### src/rtl/disp_pkg.sv
// Shared constants, shadow-register record and nibble helper for the display scanner.
package disp_pkg;

  localparam int unsigned NUM_DIGITS = 8;
  localparam logic [7:0]  AN_OFF     = 8'hFF;

  // Latched copy of the host-facing display request
  typedef struct packed {
    logic [31:0] data;
    logic [7:0]  pt;
    logic [7:0]  blk;
    logic [7:0]  bln;
  } shadow_t;

  // Select digit idx (digit 0 is the least significant nibble)
  function automatic logic [3:0] nibble_sel(input logic [31:0] data, input logic [2:0] idx);
    return data[{idx, 2'b00} +: 4];
  endfunction

endpackage

### src/rtl/disp_prescaler.sv
// Free-running slot prescaler: end-of-slot tick and start-of-slot dead window.
module disp_prescaler #(
  parameter int unsigned DIV_BITS = 17,
  parameter int unsigned DEAD_CYC = 2
) (
  input  logic clk,
  input  logic rst,
  output logic o_tick,
  output logic o_dead
);

  logic [DIV_BITS-1:0] r_div_cnt;

  // Counter wraps naturally at all-ones
  always_ff @(posedge clk or posedge rst) begin
    if (rst) begin
      r_div_cnt <= '0;
    end else begin
      r_div_cnt <= r_div_cnt + 1'b1;
    end
  end

  assign o_tick = &r_div_cnt;
  assign o_dead = (r_div_cnt < DIV_BITS'(DEAD_CYC));

endmodule

### src/rtl/disp_scan_ctrl.sv
// Time-multiplexed 8-digit scan controller feeding an external hex-to-segment decoder.
module disp_scan_ctrl
  import disp_pkg::*;
#(
  parameter int unsigned DIV_BITS     = 17,
  parameter int unsigned DEAD_CYC     = 2,
  parameter int unsigned BLINK_FRAMES = 64
) (
  input  logic        clk,
  input  logic        rst,
  input  logic        load,
  input  logic [31:0] disp_data,
  input  logic [7:0]  point_in,
  input  logic [7:0]  blank_in,
  input  logic [7:0]  blink_in,
  input  logic        lz_en,
  output logic [7:0]  AN,
  output logic [3:0]  hex,
  output logic        point,
  output logic        LE,
  output logic        frame_sync
);

  localparam int unsigned BlinkW = (BLINK_FRAMES > 1) ? $clog2(BLINK_FRAMES) : 1;

  logic              w_tick;
  logic              w_dead;
  logic              w_frame_wrap;
  logic [7:0]        w_lz;
  shadow_t           r_shadow;
  logic [2:0]        r_scan_idx;
  logic [BlinkW-1:0] r_blink_cnt;
  logic              r_blink_phase;

  disp_prescaler #(
    .DIV_BITS (DIV_BITS),
    .DEAD_CYC (DEAD_CYC)
  ) u_prescaler (
    .clk    (clk),
    .rst    (rst),
    .o_tick (w_tick),
    .o_dead (w_dead)
  );

  assign w_frame_wrap = w_tick & (r_scan_idx == 3'(NUM_DIGITS - 1));

  // Capture the host request; holds between load strobes
  always_ff @(posedge clk or posedge rst) begin
    if (rst) begin
      r_shadow <= '0;
    end else if (load) begin
      r_shadow <= '{data: disp_data, pt: point_in, blk: blank_in, bln: blink_in};
    end
  end

  // Advance to the next digit at the end of each slot
  always_ff @(posedge clk or posedge rst) begin
    if (rst) begin
      r_scan_idx <= '0;
    end else if (w_tick) begin
      r_scan_idx <= r_scan_idx + 3'd1;
    end
  end

  // Count whole frames and flip the blink phase every BLINK_FRAMES frames
  always_ff @(posedge clk or posedge rst) begin
    if (rst) begin
      r_blink_cnt   <= '0;
      r_blink_phase <= 1'b0;
    end else if (w_frame_wrap) begin
      if (r_blink_cnt == BlinkW'(BLINK_FRAMES - 1)) begin
        r_blink_cnt   <= '0;
        r_blink_phase <= ~r_blink_phase;
      end else begin
        r_blink_cnt <= r_blink_cnt + 1'b1;
      end
    end
  end

  // Leading-zero mask: digit i>=1 is suppressible when it and every higher digit is zero
  always_comb begin
    logic zero_above;
    w_lz       = '0;
    zero_above = 1'b1;
    for (int i = NUM_DIGITS - 1; i >= 1; i--) begin
      zero_above = zero_above & (nibble_sel(r_shadow.data, 3'(i)) == 4'h0);
      w_lz[i]    = zero_above;
    end
  end

  // Registered outputs for the digit currently being scanned
  always_ff @(posedge clk or posedge rst) begin
    if (rst) begin
      AN         <= AN_OFF;
      hex        <= 4'h0;
      point      <= 1'b0;
      LE         <= 1'b1;
      frame_sync <= 1'b0;
    end else begin
      AN         <= w_dead ? AN_OFF : ~(8'b1 << r_scan_idx);
      hex        <= nibble_sel(r_shadow.data, r_scan_idx);
      point      <= r_shadow.pt[r_scan_idx];
      LE         <= r_shadow.blk[r_scan_idx]
                  | (r_shadow.bln[r_scan_idx] & r_blink_phase)
                  | (lz_en & w_lz[r_scan_idx]);
      frame_sync <= w_frame_wrap;
    end
  end

endmodule

### config.mk
export PLATFORM = sky130hd
export DESIGN_NAME = disp_scan_ctrl
export DESIGN_NICKNAME = d
export VERILOG_FILES = /design/src/rtl/disp_pkg.sv /design/src/rtl/disp_prescaler.sv /design/src/rtl/disp_scan_ctrl.sv
export SDC_FILE = /design/constraint.sdc
export NUM_CORES = 1
export LEC_CHECK = 0
export ABC_AREA = 1
export CORE_MARGIN = 2
export CORE_UTILIZATION = 55
export CTS_CLUSTER_DIAMETER = 150
export DETAILED_ROUTE_END_ITERATION = 12
export DONT_BUFFER_PORTS = 1
export GPL_TIMING_DRIVEN = 0
export PLACE_DENSITY = 0.74
export SETUP_SLACK_MARGIN = 0.02
export SYNTH_ARGS = -nofsm -noshare
export SYNTH_HDL_FRONTEND = slang
export SYNTH_SLANG_ARGS = --single-unit
### constraint.sdc
create_clock -name clk -period 7.7 [get_ports clk]
set_input_delay 0 -clock clk [delete_from_list [all_inputs] [get_ports clk]]
set_output_delay 0 -clock clk [all_outputs]
set_load 0.1 [all_outputs]
# ---- After elaboration in Yosys (flattened, before gate mapping)
# Cells that the tools add are included.
dict set report word_totals {
  ff_bits 98
  elab_cells 54
  inputBits 60
  out_inout_bits 15
}
dict set report classes {
  n_addsub 3
  n_eq_ne 2
  n_lt_le_gt_ge 2
  muxes 10
  bitwise_logic 13
  shift 2
  n_reduce_logical 9
}
# cell count
set ops {}
lappend ops {{$shiftx A32 B6 Y4} 1}
lappend ops {{$logic_not A4 Y1} 7}
lappend ops {{$add A17 B1 Y17 const B} 1}
lappend ops {{$lt A17 B2 Y1 const B} 1}
lappend ops {{$reduce_and A17 Y1} 1}
lappend ops {{$bmux W1 S3} 4}
lappend ops {{$and A1 B1 Y1} 9}
lappend ops {{$mux W8} 1}
lappend ops {{$not A8 Y8} 1}
lappend ops {{$shl A1 B3 Y8 const A} 1}
lappend ops {{$add A6 B1 Y6 const B} 1}
lappend ops {{$eq A6 B6 Y1 const B} 1}
lappend ops {{$mux W6} 1}
lappend ops {{$lt A3 B4 Y1 const B} 1}
lappend ops {{$mux W1} 4}
lappend ops {{$add A3 B1 Y3 const B} 1}
lappend ops {{$eq A3 B3 Y1 const B} 1}
lappend ops {{$or A1 B1 Y1} 2}
lappend ops {{$reduce_and A2 Y1} 1}
lappend ops {{$not A1 Y1} 1}

# ---- Depth between registers and ports, before layout
# Gate-level depths: netlist of the first run.
dict set report logic_depth {
  depth_word 11
  ltp_mapped 12
  mapped_depth_nobuf 12
}

# ---- Cells and area by module
# A second synthesis of the first run with hierarchy kept.
dict set report unflattened {
  cells_unflattened 531
  area_unflattened_um2 4624.4
}
# mod instances area_per_inst_um2 seq_area_each_um2 cells_per_inst
set modules_own_cells {}
lappend modules_own_cells {disp_scan_ctrl 1 3722.3 2038.2 417}
lappend modules_own_cells {disp_prescaler 1 902.1 425.4 114}

# ---- Least setup slack after synthesis of the first run
# OpenSTA, ideal clock, no wires.
dict set report synth_timing {
  path_type {register -> register}
  start {reg u_prescaler.r_div_cnt[0]}
  end {reg r_blink_cnt[5]}
  required_ps 7580
  path_stages_with_launch 12
  synth_period_minus_slack_ps 2034
  path_buffers 0
  slack_ps 5666
  arrival_ps 1914
  path_cell_list {dfrtp_1 > ha_1 > nand3_2 > nor2_2 > nand2_2 > nor2_4 > and3_1 > ha_1 > nand2_2 > nor3_2 > nand3_1 > and3_1}
}
dict set report synth_between {
  elab_chain_cells 2
}
# item line
set synth_rtl {}
lappend synth_rtl {{start, declared} disp_prescaler.sv:12} ;# logic [DIV_BITS-1:0] r_div_cnt;
lappend synth_rtl {{start signal, assigned} disp_prescaler.sv:19} ;# r_div_cnt <= r_div_cnt + 1'b1;
lappend synth_rtl {{$reduce_and A17 Y1} disp_prescaler.sv:23} ;# assign o_tick = &r_div_cnt;
lappend synth_rtl {{via u_prescaler.o_tick} disp_prescaler.sv:8} ;# output logic o_tick,
lappend synth_rtl {{$and A1 B1 Y1} disp_scan_ctrl.sv:45} ;# assign w_frame_wrap = w_tick & (r_scan_idx == 3'(NUM_DIGITS - 1));
lappend synth_rtl {{end signal, assigned} disp_scan_ctrl.sv:75} ;# r_blink_cnt <= r_blink_cnt + 1'b1;
lappend synth_rtl {{end, declared} disp_scan_ctrl.sv:32} ;# logic [BlinkW-1:0] r_blink_cnt;
# The timed path passes the listed nets, and every way through them passes these cells.
# A chain may end at the register's enable or synchronous reset.

# ---- Worst setup path in the final report of the first run
# Same ends and word-level chain as after synthesis.

==> summary.txt, run 1 <==
Pwr
  • PwrDens: 182 nW/µm²
  • VDD IR max: 0.000151 V
  • LEAKAGE: 0.00256 µW

Routing
  • DR iter-0 viols: 261
  • Vias: 3621
  • Antenna viol nets, final: 0
  • DRC Markers: 0
  • Post-Route WL: 10.5 mm
  • WL/cell: 15.3 µm
  • DR vias/cell: 5.29
  • DR pass1 iterations: 5

Yosys
  • Cell count after synthesis: 504
  • Post-synthesis sequential area ratio: 54.4%
  • Asr flop ratio synth: 100%
  • Commonest register cell after synthesis: dfrtp_1
  • Post-synth design cell area: 4530 µm²
  • Syn nets: 573
  • EDFF count, synth: 0
  • Avg Synthesized Cell Area: 8.99 µm²
  • FF+latch count, synth: 98
  • Yosys warnings: 0
  • Distinct cells, synth: 33

Worst hold path
  • Worst hold-check path type: input pin to asynchronous set/reset pin

Global route
  • Vias in the first global route: 3598
  • Largest net degree at the start of global routing: 63
  • GRT Residual Overflow: 0
  • Initial antenna violation count: 0
  • First-pass GRT wire length: 16.9 mm
  • Gr usage total: 24.6%

Clock network
  • CTS buffer count: 9
  • CTS Hold Bufs: 58
  • CTS H-tree depth: 3
  • CTS tree: built
  • Clk Latency, worst-skew pair: 0.36 ns
  • # Post-CTS Setup Buffers: 0
  • Post-CTS sizing: 0
  • Clk root buf: clkbuf_8
  • Max clock buf depth: 2
  • CTS sink count: 98
  • Worst-path clk slew: 0.09 ns

Critical path
  • Crit. End Element: flip-flop
  • Dominant delay contributor by cell family on the critical path: simple AND/OR/NAND/NOR gates
  • Crit path largest cell delay: 0.40 ns
  • CP Class: flip-flop to flip-flop
  • Worst path required time: 7.95 ns
  • Crit-path cells: ha_1 > nand3_2 > nor2_2 > nand2_2 > nor2_4 > and3_1 > ha_1 > nand2_2 > nor3_2 > nand3_1 > and3_1
  • Worst Setup Start Kind: flip-flop
  • Buf/Inv on CP: 0
  • Worst path slowest cell: dfrtp_1
  • CP max FO: 7
  • CP arrival: 2.60 ns

Final layout
  • # diodes: 0
  • Area Growth Syn to Fin: 20.4%
  • Layout fillers: 627
  • Nets: 643
  • Register area: 2460 µm²
  • Multi-input logic area: 1740 µm²
  • Layout cells sized above 1: 11.4%

STA
  • # setup viols final: 0
  • Tmin final: 2.34 ns
  • Slew HR: 41.3%
  • Setup Skew: 0.00866 ns
  • Tcrit/Tclk final: 30.4%
  • Slew Viols, Final: 0
  • Min Hold Slack: 0.141 ns
  • Fmax: 427 MHz
  • Fin. Hold Viols: 0
  • RSZ-0062 raised after global routing: no
  • Fin Setup TNS: 0 ns
  • Worst-Margin Slew: 0.881 ns

Job
  • Max cap viols: 0

Placement
  • Post-DP HPWL: 7.09 mm
  • Port buffer count: 0
  • Placer Congestion: 0.855

Die
  • Die area: 8980 µm²
  • Die width: 94.8 µm
  • Die height: 94.8 µm
  • Initial core utilization: 56.0%
  • IO Pins: 75
  • Row cnt: 33
  • CORE AREA: 8090 µm²

Run status
  • Status: completed
[flip-flops by register name, indices dropped and copies added, names as in the netlist]
signal / count
r_blink_cnt: 6
frame_sync: 1
LE: 1
r_shadow: 56
AN: 8
r_blink_phase: 1
u_prescaler.r_div_cnt: 17
r_scan_idx: 3
point: 1
hex: 4
[per-layer routing]
metal / GRT usage, % / part of all wire [%] / wire (µm) / vias up
met2: 39.6 / 48 / 5060 / 125
met1: 33.4 / 44 / 4590 / 1740
met3: 5.27 / 6.5 / 680 / 13
li1: - / - / - / 1743
met5: 0 / 0 / 0 / -
met4: 7.85 / 1.5 / 154 / 0
[cells in the final DEF, fill, tap and decap left out, types with 5 or more instances in the layout]
cell type	instances
clkbuf_8	11
a21oi_1	21
dfstp_2	9
mux2_2	15
dlygate4sd3_1	58
o21ai_0	53
xnor2_1	5
nand2_1	117
ha_1	9
inv_1	57
o21a_1	5
nand3_1	27
nor2_1	27
o21ai_1	14
buf_2	12
xor2_1	11
dfrtp_1	89
clkbuf_1	10
[worst reg2reg max path: cells and delay by family, from the launching register on]
kind	cells	cell delay, ns
adders and majority gates	2	0.50
DFF	1	0.40
and+or+nand+nor	9	1.32
[cells by family (layout without fill, tap and decap cells)]
family | after synthesis | count (layout) | share of synthesized area (%)
AOI/OAI and AO/OA | 94 | 94 | 10.7
xor gates and xnor gates | 16 | 16 | 3.09
adders and majority gates | 9 | 9 | 2.49
buffers and inverters | 82 | 157 | 7.32
DFF | 98 | 98 | 54.4
muxes | 15 | 15 | 3.73
and+or+nand+nor | 190 | 190 | 18.3
[worst paths after layout]
path	cells past startpoint	slack (ns)	to	start
worst max-delay path	11	5.36	r_blink_cnt[5]	u_prescaler.r_div_cnt[0]
worst min-delay path	2	0.14	r_shadow[5]	rst
worst max register to register	11	5.36	r_blink_cnt[5]	u_prescaler.r_div_cnt[0]
worst min register to register	1	0.49	u_prescaler.r_div_cnt[0]	u_prescaler.r_div_cnt[0]
max in group asynchronous	3	6.86	LE	rst
min in group clk	4	0.21	r_shadow[0]	load
[cell usage after synthesis (5+ instances only)]
library cell	count	area share [%]
nand2_1	117	9.7
nor2_1	27	2.2
nand3_1	27	3.0
ha_1	9	2.5
xnor2_1	5	0.97
a21oi_1	21	2.3
xor2_1	11	2.1
dfrtp_1	89	49
buf_2	12	1.3
dfstp_2	9	5.2
o21ai_0	53	5.9
o21ai_1	14	1.5
mux2_2	15	3.7
clkbuf_1	8	0.66
o21a_1	5	0.83
inv_1	58	4.8
[where the power goes]
part           internal [µW]  switching, µW  leakage [µW]
Combinational           46.0           53.5       0.00127
Clock                    136            176     0.0000859
Sequential               545           37.9       0.00120
Total                    727            267       0.00256
[final cells by class]
cell class,count,area share (%)
well taps,105,2.41
clock inverters,3,0.436
repair buffers,59,11.1
inverters,61,4.33
flip-flops and latches,98,45.2
multi-input cells,324,31.8
clock buffers,13,2.91
plain buffers,21,1.79
[metrics by stage]
step           cells  utilization, %  setup WS (ns)  area (µm²)  total power (µW)
3_3_place_gp     609            57.6           4.19        4660               660
5_1_grt          684            67.4           5.16        5460              1040
3_5_place_dp     610            58.0           5.37        4690               666
6_report         684            67.4           5.36        5460               994
4_1_cts          684            67.4           5.34        5460               997
2_1_floorplan    504               -           5.15        4530               643
Power figures use the tool's default switching activity.
==> run 2, diff against run 1 <==
==> constraint.sdc (replaced) <==
create_clock -name clk -period 2.4 [get_ports clk]
set_input_delay 0 -clock clk [delete_from_list [all_inputs] [get_ports clk]]
set_output_delay 0 -clock clk [all_outputs]
set_load 0.1 [all_outputs]
==> run 2 against run 1 <==
Cell count is 0.44% higher. Non-clock buffer count grew 3. Register-to-register slack worse by 5.1 ns. Critical path depth unchanged. Clock-buffer cell count down 4. Largest power group unchanged. Final area grew 0.96%. Largest cell class unchanged.
==> summary.txt, run 2 (synthesized netlist as in run 1, its figures left out) <==
Clock network
  • CTS buffer count: 9 (unchanged)
  • Clk root buf: clkbuf_8
  • CTS sink count: 98 (unchanged)
  • CTS tree: built
  • Max clock buf depth: 2 (unchanged)
  • CTS H-tree depth: 3 (unchanged)
  • Clk Latency, worst-skew pair: 0.36 ns (about the same)
  • Worst-path clk slew: 0.09 ns (about the same)

Final layout
  • Biggest register: r_shadow
  • Nets: 646 (+0.47%)
  • Regs by FF count: r_shadow x56, u_prescaler.r_div_cnt x17, AN x8
  • Layout fillers: 638 (+1.8%)
  • Largest register FFs: 56 (unchanged)
  • Register area: 2460 µm² (unchanged)
  • Commonest non-fill, non-tap cells in the layout: nand2_1 (117), dfrtp_1 (89), dlygate4sd3_1 (58), inv_1 (57), o21ai_0 (53)
  • Commonest non-fill, non-tap cell in the layout: nand2_1
  • # diodes: 0 (unchanged)
  • Layout cells sized above 1: 12.4% (+0.97 points)
  • Multi-input logic area: 1750 µm² (+0.79%)
  • Final cell count without fillers: 687 (+0.44%)
  • Area Growth Syn to Fin: 21.6%

Die
  • Die height: 94.8 µm (unchanged)
  • Row cnt: 33 (unchanged)
  • IO Pins: 75 (unchanged)
  • Initial core utilization: 56.0% (unchanged)
  • Die width: 94.8 µm (unchanged)
  • Die area: 8980 µm² (unchanged)
  • CORE AREA: 8090 µm² (unchanged)

Pwr
  • PwrDens: 588 nW/µm² (+220%)
  • Sequential group share of total power: 57.7% (-0.9 points)
  • Comb power frac: 9.9% (about the same)
  • Switching Share: 26.6% (-0.28 points)
  • LEAKAGE: 0.00261 µW (+2.0%)
  • Clock power frac: 32.4% (+1.0 points)
  • Internal power: 2380 µW (+230%)
  • VDD IR max: 0.000421 V (+180%)
  • Psw: 861 µW (+220%)

Routing
  • DR iter-0 viols: 239 (-8.4%)
  • WL/cell: 15.4 µm (+0.63%)
  • Post-Route WL: 10.6 mm (+1.1%)
  • Vias: 3649 (+0.77%)
  • DR vias/cell: 5.31 (+0.33%)
  • Antenna viol nets, final: 0 (unchanged)
  • DRC Markers: 0 (unchanged)
  • DR pass1 iterations: 4 (-1)

Global route
  • Gr usage total: 25.5% (+0.90 points)
  • Vias in the first global route: 3596 (-0.056%)
  • Initial antenna violation count: 0 (unchanged)
  • Largest net degree at the start of global routing: 44 (-30%)
  • First-pass GRT wire length: 17.3 mm (+2.6%)
  • GRT Residual Overflow: 0 (unchanged)

STA
  • Tmin final: 2.19 ns (-0.155 ns)
  • Setup Skew: 0.00668 ns (-0.00199 ns)
  • Fin Setup TNS: 0 ns (unchanged)
  • Fmax: 457 MHz (+7.1%)
  • RSZ-0062 raised after global routing: no
  • Tcrit/Tclk final: 91.2% (+61 points)
  • Slew Viols, Final: 0 (unchanged)
  • Worst-Margin Slew: 0.877 ns (-0.00364 ns)
  • # setup viols final: 0 (unchanged)
  • Fin. Hold Viols: 0 (unchanged)
  • Slew HR: 41.6% (+0.24 points)

Critical path
  • Crit. End Element: flip-flop
  • FF-to-FF path depth: 11 (unchanged)
  • CP Class: flip-flop to flip-flop
  • Worst path slowest cell: dfrtp_1
  • Worst path required time: 2.66 ns (-5.29 ns)
  • Buf/Inv on CP: 0 (unchanged)
  • CP max FO: 7 (unchanged)
  • R2r setup slk: 0.21 ns (-5.15 ns)
  • Reg-to-reg startpoint: u_prescaler.r_div_cnt[0]
  • Worst path most repeated cell: and3_1
  • Worst Setup Start Kind: flip-flop
  • CP arrival: 2.45 ns (-0.15 ns)
  • Reg-to-Reg End: r_blink_cnt[5]
  • Crit path largest cell delay: 0.38 ns (-0.02 ns)
  • Dominant delay contributor by cell family on the critical path: simple AND/OR/NAND/NOR gates
  • Crit-path cells: ha_1 > nand3_2 > nor2_2 > nand2_2 > nor2_4 > and3_1 > ha_2 > nand2_4 > nor3_4 > nand3_1 > and3_1

Placement
  • Placer Congestion: 0.856 (about the same)
  • Post-DP HPWL: 7.07 mm (-0.32%)
  • Port buffer count: 0 (unchanged)
  • Inst Count DP: 611 (+0.16%)

Run status
  • Status: completed

Job
  • Max cap viols: 0 (unchanged)

Worst hold path
  • Worst hold-check path type: input pin to asynchronous set/reset pin
-- run 2: changes by cell type in the layout (fill, tap and decap cells not counted), sizes merged --
| cell | before | now |
|---|---|---|
| bufinv | 0 | 1 |
| clkinv | 1 | 3 |
| buf | 14 | 17 |
| clkinvlp | 2 | 3 |
| clkbuf | 21 | 17 |
-- run 2: power by group through the flow --
stage	registers, µW	logic, µW	clock network, µW
2_1_floorplan	1880	179	0
3_3_place_gp	1900	221	0
6_report	1870	321	1050
3_5_place_dp	1900	238	0
5_1_grt	1880	362	1150
4_1_cts	1870	316	1070
-- run 2: through the flow --
stage	util [%]	hold WS, ns	total power [µW]	area, µm²	worst slack, ns
3_5_place_dp	58.1	-0.131	2140	4710	0.0851
5_1_grt	68.1	0.0985	3390	5510	0.0384
2_1_floorplan	-	0.117	2060	4530	0.366
3_3_place_gp	57.7	0.125	2120	4670	0.162
4_1_cts	67.7	0.0921	3250	5480	0.0564
6_report	68.1	0.0879	3240	5510	0.211
-- run 2: layer usage --
layer | up-vias | track usage [%] | part of all wire, %
met5 | - | 0 | 0
met4 | 0 | 9.18 | 1.8
met3 | 16 | 5.11 | 5.3
met2 | 127 | 39.9 | 48
met1 | 1758 | 35.4 | 45
li1 | 1748 | - | -
-- run 2: worst max path at each step --
stage                                  start             end  cells past startpoint
floorplan           u_prescaler.r_div_cnt[0]  r_blink_cnt[5]                     11
global placement    u_prescaler.r_div_cnt[0]  r_blink_cnt[5]                     11
detailed placement  u_prescaler.r_div_cnt[1]  r_blink_cnt[5]                     11
CTS                 u_prescaler.r_div_cnt[1]  r_blink_cnt[5]                     11
global route        u_prescaler.r_div_cnt[0]  r_blink_cnt[5]                     11
finish              u_prescaler.r_div_cnt[0]  r_blink_cnt[5]                     11
-- run 2: cell type report --
class,instances,share of cell area (%)
buffer,21,1.77
clock buffer,9,2.25
clock inverter,7,1.25
inverter,61,4.32
multi-input combinational,324,31.8
sequential,98,44.7
tap,105,2.39
timing repair buffer,62,11.5
-- run 2: timing repair --
action	4_1_cts	5_1_grt
buffers inserted	0	2
resized for setup	0	3
hold buffers	58	0
hold endpoints to repair	147	0
endpoints found under the setup margin	0	3
==> run 3, diff against run 2 <==
--- a/config.mk
+++ b/config.mk
@@ -7,12 +7,12 @@
 export LEC_CHECK = 0
 export ABC_AREA = 1
 export CORE_MARGIN = 2
-export CORE_UTILIZATION = 55
+export CORE_UTILIZATION = 47
 export CTS_CLUSTER_DIAMETER = 150
 export DETAILED_ROUTE_END_ITERATION = 12
 export DONT_BUFFER_PORTS = 1
 export GPL_TIMING_DRIVEN = 0
-export PLACE_DENSITY = 0.74
+export PLACE_DENSITY = 0.66
 export SETUP_SLACK_MARGIN = 0.02
 export SYNTH_ARGS = -nofsm -noshare
 export SYNTH_HDL_FRONTEND = slang
==> run 3 against run 2 <==
Cell count up 3.5%. Core utilization down 8.3 points. Sequential share of layout area down 0.33 points. Routed wire length down 0.51%. Combinational power about the same. Critical path type unchanged. Largest cell class unchanged.
==> summary.txt, run 3 (synthesized netlist as in run 1, its figures left out) <==
Routing
  • Vias: 3608 (-1.1%)
  • DR pass1 iterations: 5 (+1)
  • DR vias/cell: 5.07 (-4.5%)
  • DR iter-0 viols: 170 (-29%)
  • DRC Markers: 0 (unchanged)
  • WL/cell: 14.8 µm (-3.9%)
  • Antenna viol nets, final: 0 (unchanged)
  • Post-Route WL: 10.5 mm (-0.51%)

Die
  • CORE AREA: 9280 µm² (+15%)
  • Die width: 102 µm (+7.8%)
  • Initial core utilization: 48.8% (-7.2 points)
  • Die area: 10400 µm² (+16%)
  • Row cnt: 35 (+6.1%)
  • IO Pins: 75 (unchanged)
  • Die height: 102 µm (+7.8%)

Global route
  • Grt met2 use: 32.6% (-7.3 points)
  • Met3 Resource Use GR: 3.69% (-1.4 points)
  • Gr usage total: 21.5% (-4.0 points)
  • GR peak layer: met2
  • GRT Residual Overflow: 0 (unchanged)
  • First-pass GRT wire length: 17.3 mm (about the same)
  • M1 GR Usage: 32.6% (-2.8 points)
  • Vias in the first global route: 3525 (-2.0%)
  • Largest net degree at the start of global routing: 44 (unchanged)
  • Initial antenna violation count: 0 (unchanged)

Pwr
  • Internal power: 2410 µW (+1.6%)
  • Clock power frac: 33.4% (+1.0 points)
  • Comb power frac: 9.7% (-0.2 points)
  • Sequential group share of total power: 56.9% (-0.8 points)
  • Switching Share: 26.5% (-0.15 points)
  • PwrDens: 591 nW/µm² (+0.59%)
  • LEAKAGE: 0.00261 µW (-0.12%)
  • Psw: 868 µW (+0.78%)
  • VDD IR max: 0.000289 V (-31%)

Clock network
  • Clk root buf: clkbuf_8
  • CTS tree: built
  • Max clock buf depth: 2 (unchanged)
  • Clk Latency, worst-skew pair: 0.36 ns (about the same)
  • CTS buffer count: 9 (unchanged)
  • CTS H-tree depth: 3 (unchanged)
  • CTS sink count: 98 (unchanged)
  • Worst-path clk slew: 0.09 ns (about the same)

Worst hold path
  • Worst hold-check path type: input pin to asynchronous set/reset pin

Final layout
  • Largest register FFs: 56 (unchanged)
  • Commonest non-fill, non-tap cells in the layout: nand2_1 (117), dfrtp_1 (89), dlygate4sd3_1 (58), inv_1 (56), o21ai_0 (53)
  • Layout cells sized above 1: 12.4% (unchanged)
  • Regs by FF count: r_shadow x56, u_prescaler.r_div_cnt x17, AN x8
  • Finished Core Util: 59.8% (-8.3 points)
  • Area Growth Syn to Fin: 22.5%
  • Commonest non-fill, non-tap cell in the layout: nand2_1
  • Biggest register: r_shadow
  • Nets: 646 (unchanged)
  • # diodes: 0 (unchanged)

Critical path
  • Worst Setup Start Kind: flip-flop
  • CP arrival: 2.47 ns (+0.02 ns)
  • CP Class: flip-flop to flip-flop
  • R2r setup slk: 0.18 ns (-0.03 ns)
  • Worst path required time: 2.65 ns (about the same)
  • Crit. End Element: flip-flop
  • CP max FO: 7 (unchanged)

STA
  • Tcrit/Tclk final: 92.5% (+1.3 points)
  • Worst-Margin Slew: 0.896 ns (+0.0192 ns)
  • Setup Skew: 0.0108 ns (+0.00410 ns)
  • Fin Setup TNS: 0 ns (unchanged)
  • Tmin final: 2.22 ns (+0.0317 ns)
  • Slew Viols, Final: 0 (unchanged)
  • RSZ-0062 raised after global routing: no
  • Fmax: 450 MHz (-1.4%)
  • Slew HR: 40.3% (-1.3 points)
  • # setup viols final: 0 (unchanged)
  • Fin. Hold Viols: 0 (unchanged)

Job
  • Max cap viols: 0 (unchanged)

Run status
  • Status: completed

Placement
  • Post-DP HPWL: 7.38 mm (+4.4%)
  • Placer Congestion: 0.888 (+3.8%)
  • Port buffer count: 0 (unchanged)
[run 3: cell types whose count changed in the layout (fill, tap and decap cells not counted), sizes merged]
cell	previous run	this run
clkbuf	17	19
clkinv	3	1
[run 3: repair_timing]
item / in CTS / in global routing
endpoints found under the setup margin: 0 / 4
hold endpoints to repair: 149 / 0
hold buffers: 58 / 0
buffers inserted: 0 / 2
resized for setup: 0 / 4
[run 3: power groups by stage]
stage	registers [µW]	logic, µW	clock network [µW]
3_5_place_dp	1900	238	0
4_1_cts	1870	319	1120
2_1_floorplan	1880	179	0
3_3_place_gp	1900	223	0
5_1_grt	1880	362	1200
6_report	1870	318	1100
[run 3: worst paths after layout]
path | endpoint | start | cells after the start
max | r_blink_cnt[5] | u_prescaler.r_div_cnt[1] | 11
min | u_prescaler.r_div_cnt[0] | rst | 2
min in group clk | r_shadow[45] | load | 3
max in group asynchronous | AN[7] | rst | 3
max reg2reg | r_blink_cnt[5] | u_prescaler.r_div_cnt[1] | 11
min reg2reg | r_blink_cnt[2] | r_blink_cnt[2] | 1
[run 3: metrics by stage]
stage | total power, µW | instances | worst slack [ns] | instance area, µm² | hold WS (ns)
floorplan | 2060 | 504 | 0.366 | 4530 | 0.117
global placement | 2120 | 633 | 0.146 | 4700 | 0.125
detailed placement | 2140 | 635 | 0.0767 | 4740 | -0.0402
CTS | 3300 | 709 | 0.0516 | 5520 | 0.180
global route | 3440 | 711 | 0.0292 | 5550 | 0.197
finish | 3280 | 711 | 0.179 | 5550 | 0.171
[run 3: layout make-up]
| class | count | area, µm² |
|---|---|---|
| sequential | 98 | 2460 |
| timing repair buffer | 62 | 636 |
| tap | 129 | 161 |
| inverter | 61 | 238 |
| clock buffer | 11 | 141 |
| buffer | 21 | 97.6 |
| multi-input combinational | 324 | 1750 |
| clock inverter | 5 | 62.6 |
| fill | 822 | 3730 |
[run 3: metal layers]
layer / vias up / part of all wire, %
met5: - / 0
met4: 0 / 0.68
met3: 6 / 5.4
met2: 101 / 47
met1: 1747 / 47
li1: 1754 / -
[run 3: critical path, stage by stage (launching register included)]
cell     delay (ns)
dfrtp_1        0.39
ha_1           0.21
nand3_2        0.11
nor2_2         0.14
nand2_2        0.12
nor2_4         0.13
and3_1         0.17
ha_2           0.26
nand2_4        0.11
nor3_4         0.21
nand3_1        0.09
and3_1         0.17
